===== config.mk =====
export PLATFORM = sky130hd
export DESIGN_NAME = bit_serial_result_collector
export DESIGN_NICKNAME = d
export VERILOG_FILES = /design/src/rtl/bit_serial_result_collector.sv
export SDC_FILE = /design/constraint.sdc
export NUM_CORES = 2
export LEC_CHECK = 0
export ABC_CLOCK_PERIOD_IN_PS = 14340
export BUFFER_PORTS_ARGS = -buffer_cell sky130_fd_sc_hd__buf_4
export CAP_MARGIN = 0
export CORE_ASPECT_RATIO = 1.4
export CORE_UTILIZATION = 40
export CTS_CLUSTER_DIAMETER = 80
export CTS_CLUSTER_SIZE = 20
export DETAILED_ROUTE_END_ITERATION = 8
export SETUP_SLACK_MARGIN = 0.2
export SLEW_MARGIN = 20
export SYNTH_ARGS = -nofsm -noshare
export SYNTH_HDL_FRONTEND = slang
export SYNTH_SLANG_ARGS = --single-unit

===== constraint.sdc =====
create_clock -name clk -period 14.34 [get_ports clk]
set_clock_uncertainty 0.15 [all_clocks]
set_input_delay 2.868 -clock clk [delete_from_list [all_inputs] [get_ports clk]]
set_output_delay 2.868 -clock clk [all_outputs]
set_load 0.01 [all_outputs]

===== src/rtl/bit_serial_result_collector.sv =====
// Turns per-lane LSB-first serial sums back into parallel words, optionally
// sums groups of them, and queues the results for a valid/ready consumer.

module bscr_lane #(
    parameter int WORD_BITS = 32,
    parameter int CW        = $clog2(WORD_BITS)
) (
    input  logic                 clk,
    input  logic                 reset,
    input  logic                 serial_en,
    input  logic                 bit_in,
    input  logic [CW-1:0]        bit_cnt,
    input  logic                 word_done,
    input  logic                 first_word,
    output logic [WORD_BITS-1:0] sum
);
    logic [WORD_BITS-1:0] sh;
    logic [WORD_BITS-1:0] acc;
    logic [WORD_BITS-1:0] word;

    // The completing bit is merged in combinationally so the word needs no extra cycle.
    always_comb begin
        word          = sh;
        word[bit_cnt] = bit_in;
        sum           = first_word ? word : acc + word;
    end

    always_ff @(posedge clk) begin
        if (!reset) begin
            sh  <= '0;
            acc <= '0;
        end else begin
            if (serial_en) sh[bit_cnt] <= bit_in;
            if (word_done) acc <= sum;
        end
    end
endmodule

module bit_serial_result_collector #(
    parameter int LANES      = 8,
    parameter int WORD_BITS  = 32,
    parameter int FIFO_DEPTH = 4
) (
    input  logic                          clk,
    input  logic                          reset,
    input  logic                          serial_en,
    input  logic [LANES-1:0]              serial_in,
    input  logic [7:0]                    acc_len,
    output logic                          out_valid,
    input  logic                          out_ready,
    output logic [LANES*WORD_BITS-1:0]    out_data,
    output logic                          overflow,
    output logic [$clog2(WORD_BITS)-1:0]  bit_cnt
);
    localparam int CW = $clog2(WORD_BITS);
    localparam int PW = $clog2(FIFO_DEPTH);
    localparam int DW = LANES * WORD_BITS;

    logic [7:0] word_cnt;
    logic [7:0] grp_len;
    logic [7:0] len_eff;
    logic       word_done;
    logic       first_word;
    logic       last_word;
    logic       push;

    logic [LANES-1:0][WORD_BITS-1:0] lane_sum;
    logic [DW-1:0]                   push_data;

    assign word_done  = serial_en && (bit_cnt == CW'(WORD_BITS - 1));
    assign first_word = (word_cnt == 8'd0);
    // Group length is only sampled on the first word; later acc_len changes wait for the next group.
    assign len_eff    = first_word ? ((acc_len == 8'd0) ? 8'd1 : acc_len) : grp_len;
    assign last_word  = ({1'b0, word_cnt} + 9'd1) == {1'b0, len_eff};
    assign push       = word_done && last_word;
    assign push_data  = lane_sum;

    always_ff @(posedge clk) begin
        if (!reset) begin
            bit_cnt  <= '0;
            word_cnt <= '0;
            grp_len  <= 8'd1;
        end else if (serial_en) begin
            bit_cnt <= word_done ? '0 : bit_cnt + CW'(1);
            if (word_done) begin
                word_cnt <= last_word ? 8'd0 : word_cnt + 8'd1;
                if (first_word) grp_len <= len_eff;
            end
        end
    end

    genvar k;
    generate
        for (k = 0; k < LANES; k++) begin : g_lane
            bscr_lane #(.WORD_BITS(WORD_BITS), .CW(CW)) u_lane (
                .clk        (clk),
                .reset      (reset),
                .serial_en  (serial_en),
                .bit_in     (serial_in[k]),
                .bit_cnt    (bit_cnt),
                .word_done  (word_done),
                .first_word (first_word),
                .sum        (lane_sum[k])
            );
        end
    endgenerate

    logic [DW-1:0] mem [FIFO_DEPTH];
    logic [PW-1:0] rd_ptr;
    logic [PW-1:0] wr_ptr;
    logic [PW:0]   count;
    logic          pop;
    logic          full;
    logic          push_ok;

    assign out_valid = (count != '0);
    assign pop       = out_valid && out_ready;
    assign full      = (count == (PW+1)'(FIFO_DEPTH));
    assign push_ok   = push && (!full || pop);

    always_ff @(posedge clk) begin
        if (push_ok) mem[wr_ptr] <= push_data;
    end

    // out_data is a registered copy of the head so it holds its last value once empty.
    always_ff @(posedge clk) begin
        if (!reset) begin
            rd_ptr   <= '0;
            wr_ptr   <= '0;
            count    <= '0;
            overflow <= 1'b0;
            out_data <= '0;
        end else begin
            if (push_ok) wr_ptr <= wr_ptr + PW'(1);
            if (pop)     rd_ptr <= rd_ptr + PW'(1);
            if (push_ok && !pop)      count <= count + (PW+1)'(1);
            else if (pop && !push_ok) count <= count - (PW+1)'(1);
            if (push && !push_ok) overflow <= 1'b1;
            if (pop) begin
                if (count > (PW+1)'(1)) out_data <= mem[rd_ptr + PW'(1)];
                else if (push_ok)       out_data <= push_data;
            end else if (push_ok && count == '0) begin
                out_data <= push_data;
            end
        end
    end
endmodule

-- Word-level counts from Yosys, hierarchy flattened
Memory sizes are Yosys's and may differ from the RTL's.
Index checks and enable logic that the tools add are counted.
- bits of input ports: 20
- memory bits (writable): 1024
- output and inout bits: 263
- bits in registers: 797
- word-level logic and storage cells: 99
- memories kept: 1
- equal/unequal tests: 4
- order comparisons: 3
- mux-type cells: 30
- add/subtract/negate cells: 15
- reductions and logical operators: 22
- memory list (name ; words ; width ; read ports ; clocked after memory_dff ; wr ports ; RTL line ; text):
    mem ; 4 ; 256 ; 1 ; 0 ; 1 ; 108 ; logic [DW-1:0] mem [FIFO_DEPTH];
- operators by type and width (cell ; number):
    $mux 256 ; 4
    $add 32x32->32 ; 8
    $bwmux 32 ; 8
    $mux 32 ; 8
    $mux 8 ; 3
    $logic_not 8->1 ; 2
    $add 8x1->9 const B ; 1
    $eq 9x8->1 ; 1
    $logic_and 1x1->1 ; 9
    $add 8x1->8 const B ; 1
    $lt 5x6->1 const B ; 1
    $mux 3 ; 2
    $add 5x1->5 const B ; 1
    $demux 1 s5 ; 1
    $eq 5x5->1 const B ; 1
    $ge 5x1->1 const B ; 1
    $mux 5 ; 1
    $add 2x1->2 const B ; 2
    $reduce_and 2->1 ; 2
    $reduce_bool 2->1 ; 2
    $add 3x1->3 const B ; 1
    $eq 3x3->1 const B ; 1
    $gt 3x1->1 const B ; 1
    $logic_not 1->1 ; 3
    other kinds (7) ; 9

-- Depth between registers and ports, before layout
- word-level depth: 10
- gate-level depth with buffers: 21
- mapped depth without buffers: 20

-- Hierarchy
From an unflattened synthesis, not the netlist that was laid out.
- cell total of the unflattened synthesis: 8449
- area, all modules: 91753.0 µm²
- modules (own cells, without submodules) (module ; cells an instance ; seq. area each (µm²) ; area each (µm²) ; times used):
    bit_serial_result_collector ; 3007 ; 36455.0 ; 49961.7 ; 1
    bscr_lane (g_lane[0].u_lane ...) ; 681 ; 1281.2 ; 5216.3 ; 7
    bscr_lane (g_lane[7].u_lane) ; 675 ; 1281.2 ; 5277.6 ; 1

-- Least setup slack after synthesis
OpenSTA, ideal clock, no wires.
- kind: input-to-reg
- from: input acc_len[4]
- to: memory mem[0][0] (netlist name) (enable)
- slack: 3.376 ns
- path buffers: 0
- data required time: 13.540 ns
- cell stages on the path: 8
- arrival time: 10.165 ns
- setup time: 0.650 ns
- cell sequence: nor4_1 > a21oi_1 > a211o_1 > a21oi_1 > nand4_2 > nor2_4 > o21a_1 > and2_1
- cells in the longest elaborated chain, start to end: 8
- RTL lines (element ; RTL line ; text):
    from (decl) ; 48 ; input logic [7:0] acc_len,
    $logic_not 8->1 ; 73 ; assign len_eff = first_word ? ((acc_len == 8'd0) ? 8'd1 : acc_len) : grp_len;
    $mux 8 * (2 in series) ; 73 ;
    $eq 9x8->1 * ; 74 ; assign last_word = ({1'b0, word_cnt} + 9'd1) == {1'b0, len_eff};
    $logic_and 1x1->1 * ; 75 ; assign push = word_done && last_word;
    $logic_and 1x1->1 * ; 119 ; assign push_ok = push && (!full || pop);
    $mux 1 * ; 122 ; if (push_ok) mem[wr_ptr] <= push_data;
    $mux 1 (not written as such) * ; 122 ;
    to (decl) ; 108 ;
Mark *: on every way between the ends. The rest lies on a longest branch, timed or not.

-- Worst setup path after layout
- from: input acc_len[4]
- to: memory mem[1][234] (netlist name) (enable)
The elaborated chain is that of the path after synthesis.

==> flow_summary_export.csv <==
group,metric,value,unit
floorplanning,core_area,215000,µm²
clock_network,clk_pin_slew,90,ps
floorplanning,rows,201,
synth,ys_warn_count,0,
timing,hold_violations,0,
worst_setup_path,cp_data_arrival_time,7290,ps
drt,postRouteAntennaNets,0,
drt,drc,0,
global_routing,antenna_found_initial,10,
global_routing,grt_pass1_vias,59900,
worst_setup_path,reg2reg_depth,18,
synth,synthFlopType,"edfxtp_1",
layout,syn_to_final_growth,10.0,%
worst_setup_path,endpoint,"mem[1][234]",
floorplanning,chipHeight,552,µm
worst_setup_path,critical_path_class,"input pin to flip-flop",
layout,drive_gt1_share,12.4,%
floorplanning,pin_count,283,
worst_setup_path,cp-start-kind,"input pin",
drt,viasPerCell,5.69,
global_routing,grt_usage,24.0,%
worst_setup_path,r2r_end,"mem[1][63]",
worst_setup_path,rr_startpoint,"bit_cnt[0]",
worst_setup_path,setup.worst_path.end_class,"flip-flop",
layout,fin_nets,8172,
clock_network,cts_made_buffers,113,
power_and_ir_drop,peakVddDrop,0.135,mV
timing,timing.final.crit_share,49.4,%
worst_setup_path,cp_data_required_time,14560,ps
floorplanning,die_x,395,µm
synth,async_flop_share,0,%
worst_setup_path,r2r_slack,7740,ps
synth,avgSynthCellArea,11.1,µm²
drt,vias,61400,
synth,syn_inst,7819,
drt,finalWirelength,266000,µm
drt,drtPass1Iterations,7,
clock_network,cts_resized,0,
worst_setup_path,slowest_delay,900,ps
global_routing,grt_overflow,0,
run,maxCapViolCount,0,
timing,relSlewSlack,16.8,%
clock_network,root_buffer,"clkbuf_16",
worst_setup_path,critPathSlowestCell,"and2_4",
worst_setup_path,cp_max_fo,63,
timing,worst_pin_slew,1210,ps
clock_network,cts.path.max_buffers,3,
run_status,status,"complete, no violations",
floorplanning,initial_core_util,40.3,%
timing,period_needed,7080,ps
clock_network,clock_sinks,1821,
power_and_ir_drop,p_leak,37.5,nW
worst_setup_path,crit_chain,"buf_4 -> nor4_1 -> a21oi_1 -> a211o_1 -> a21oi_1 -> nand4_2 -> nor2_4 -> o21a_1 -> and2_4 -> buf_4 -> buf_4",
worst_setup_path,cpMostUsedCell,"buf_4",
floorplanning,design.die.area,218000,µm²
synth,ys_ff_latch,1821,
clock_network,h-tree-depth,3,
drt,first_iter_violations,4989,
layout,fillers,19900,
worst_setup_path,startpoint,"acc_len[4]",
timing,drv_slew,0,
clock_network,cts_tree,"done",
synth,synth.distinct_cells,92,
timing,setup-tns-final,0,ps
synth,synth_area,86400,µm²
clock_network,insertion_delay,780,ps
layout,instances_no_fill,10800,
global_routing,grt_pass1_wl,395000,µm
min_path,hold_path.class,"flip-flop to flip-flop",
global_routing,grt_max_degree,191,
placement,hpwl,175000,µm
synth,synth_edf_count,1024,
clock_network,ctsHoldBuffers,0,
synth,seq_area_frac_synth,54.0,%
timing,max_freq,141,MHz
synth,synth_nets,8136,
placement,placed_cells,10600,
power_and_ir_drop,powerDensity,125,nW/µm²
placement,gp_congestion,0.896,
drt,wl_per_cell,24.7,µm
timing,rsz0062_at_grt,"false",
timing,setup_viol,0,
clock_network,cts_setup_buffers,0,
placement,port_buffers,282,
-- cells by family after synthesis --
logic type	Yosys count	synth area share, %
multiplexers	605	10.8
adder cells (fa/ha/maj)	297	4.37
flip-flops	1821	54.0
AND/OR/NAND/NOR	1988	9.66
AO/OA/AOI/OAI	1949	14.6
buffers and inverters	935	4.23
XOR/XNOR	224	2.27
-- where the power goes --
part / total, mW / internal [mW] / switching (mW)
Sequential: 5.98 / 5.74 / 0.244
Combinational: 2.45 / 0.919 / 1.53
Clock: 3.47 / 1.60 / 1.87
Total: 11.9 / 8.26 / 3.65
-- per-layer routing --
metal	track usage, %	vias up	wire length [µm]
li1	-	28600	-
met1	31.1	30700	112000
met2	40.7	1726	128000
met3	3.13	351	14800
met4	9.15	12	10900
met5	0	-	68
-- area by class of cell --
type / count / area, µm² / area share, %
repair buffers: 430 / 3410 / 3.59
multi-input cells: 5063 / 36200 / 38.1
clock inverters: 33 / 417 / 0.438
clock buffers: 175 / 3140 / 3.31
diodes: 3 / 7.51 / 0.00789
well taps: 2842 / 3560 / 3.74
inverters: 426 / 1610 / 1.69
flip-flops and latches: 1821 / 46700 / 49.1
-- state kept, by name, summed over array words and instances (netlist names) --
register	count
wr_ptr	2
out_data	256
overflow	1
grp_len	8
mem	1024
g_lane.u_lane.acc	256
rd_ptr	2
count	3
g_lane.u_lane.sh	256
bit_cnt	5
word_cnt	8
-- how the worst min path moves through the flow --
stage / start / end / slack [ps] / depth (start not counted)
floorplan: grp_len[5] / grp_len[5] / 280 / 2
finish: grp_len[4] / grp_len[4] / 310 / 2
detailed placement: grp_len[6] / grp_len[6] / 300 / 2
global placement: grp_len[4] / grp_len[4] / 300 / 2
CTS: grp_len[4] / grp_len[4] / 310 / 2
global route: g_lane[1].u_lane.acc[8] / g_lane[1].u_lane.acc[8] / 330 / 2
-- cell usage in the layout (no fill, tap or decap), drive strengths merged, types with 59 or more instances in the layout --
| cell type | instances |
|---|---|
| inv | 442 |
| o21ai | 411 |
| a21o | 122 |
| ha | 289 |
| xnor2 | 154 |
| nand2 | 547 |
| a31oi | 67 |
| edfxtp | 1024 |
| mux2i | 299 |
| dfxtp | 797 |
| nand3 | 81 |
| nor3 | 141 |
| buf | 430 |
| mux4 | 257 |
| clkbuf | 175 |
| xor2 | 70 |
| a311oi | 59 |
| a21oi | 550 |
| nor2 | 1018 |
| a211oi | 454 |
-- critical path: cells and delay by family --
kind,cells,cell delay (ps)
AND/OR/NAND/NOR,4,1700
AO/OA/AOI/OAI,4,990
buffers and inverters,3,1640
-- synth_stat cells, drive strengths merged, types with 36 or more instances --
master  count  area share, %
edfxtp   1024             36
nor2     1018            4.4
dfxtp     797             18
a21oi     550            3.2
nand2     547            2.4
a211oi    454            3.9
inv       426            1.9
clkbuf    420            1.8
o21ai     411            2.4
mux2i     299            3.5
ha        289            4.2
mux4      257            6.7
xnor2     154            1.6
nor3      141           0.82
a21o      122            1.1
buf        89           0.55
nand3      81           0.47
xor2       70           0.71
a31oi      67           0.49
a311oi     59           0.77
mux2       49           0.64
o21a       45           0.39
o211ai     40           0.35
nand2b     36           0.26
-- per-stage QoR --
stage	power, mW	hold WS, ps	worst slack (ps)	utilization, %	cell area (µm²)
after floorplan	7.51	283	3380	-	86400
after global placement	8.55	296	6350	42.7	91500
after detailed placement	8.57	299	6420	42.7	91500
after CTS	12.0	314	7250	44.3	95100
after global routing	12.4	329	7020	44.3	95100
final	11.9	313	7260	44.3	95100
Power figures use the tool's default switching activity.
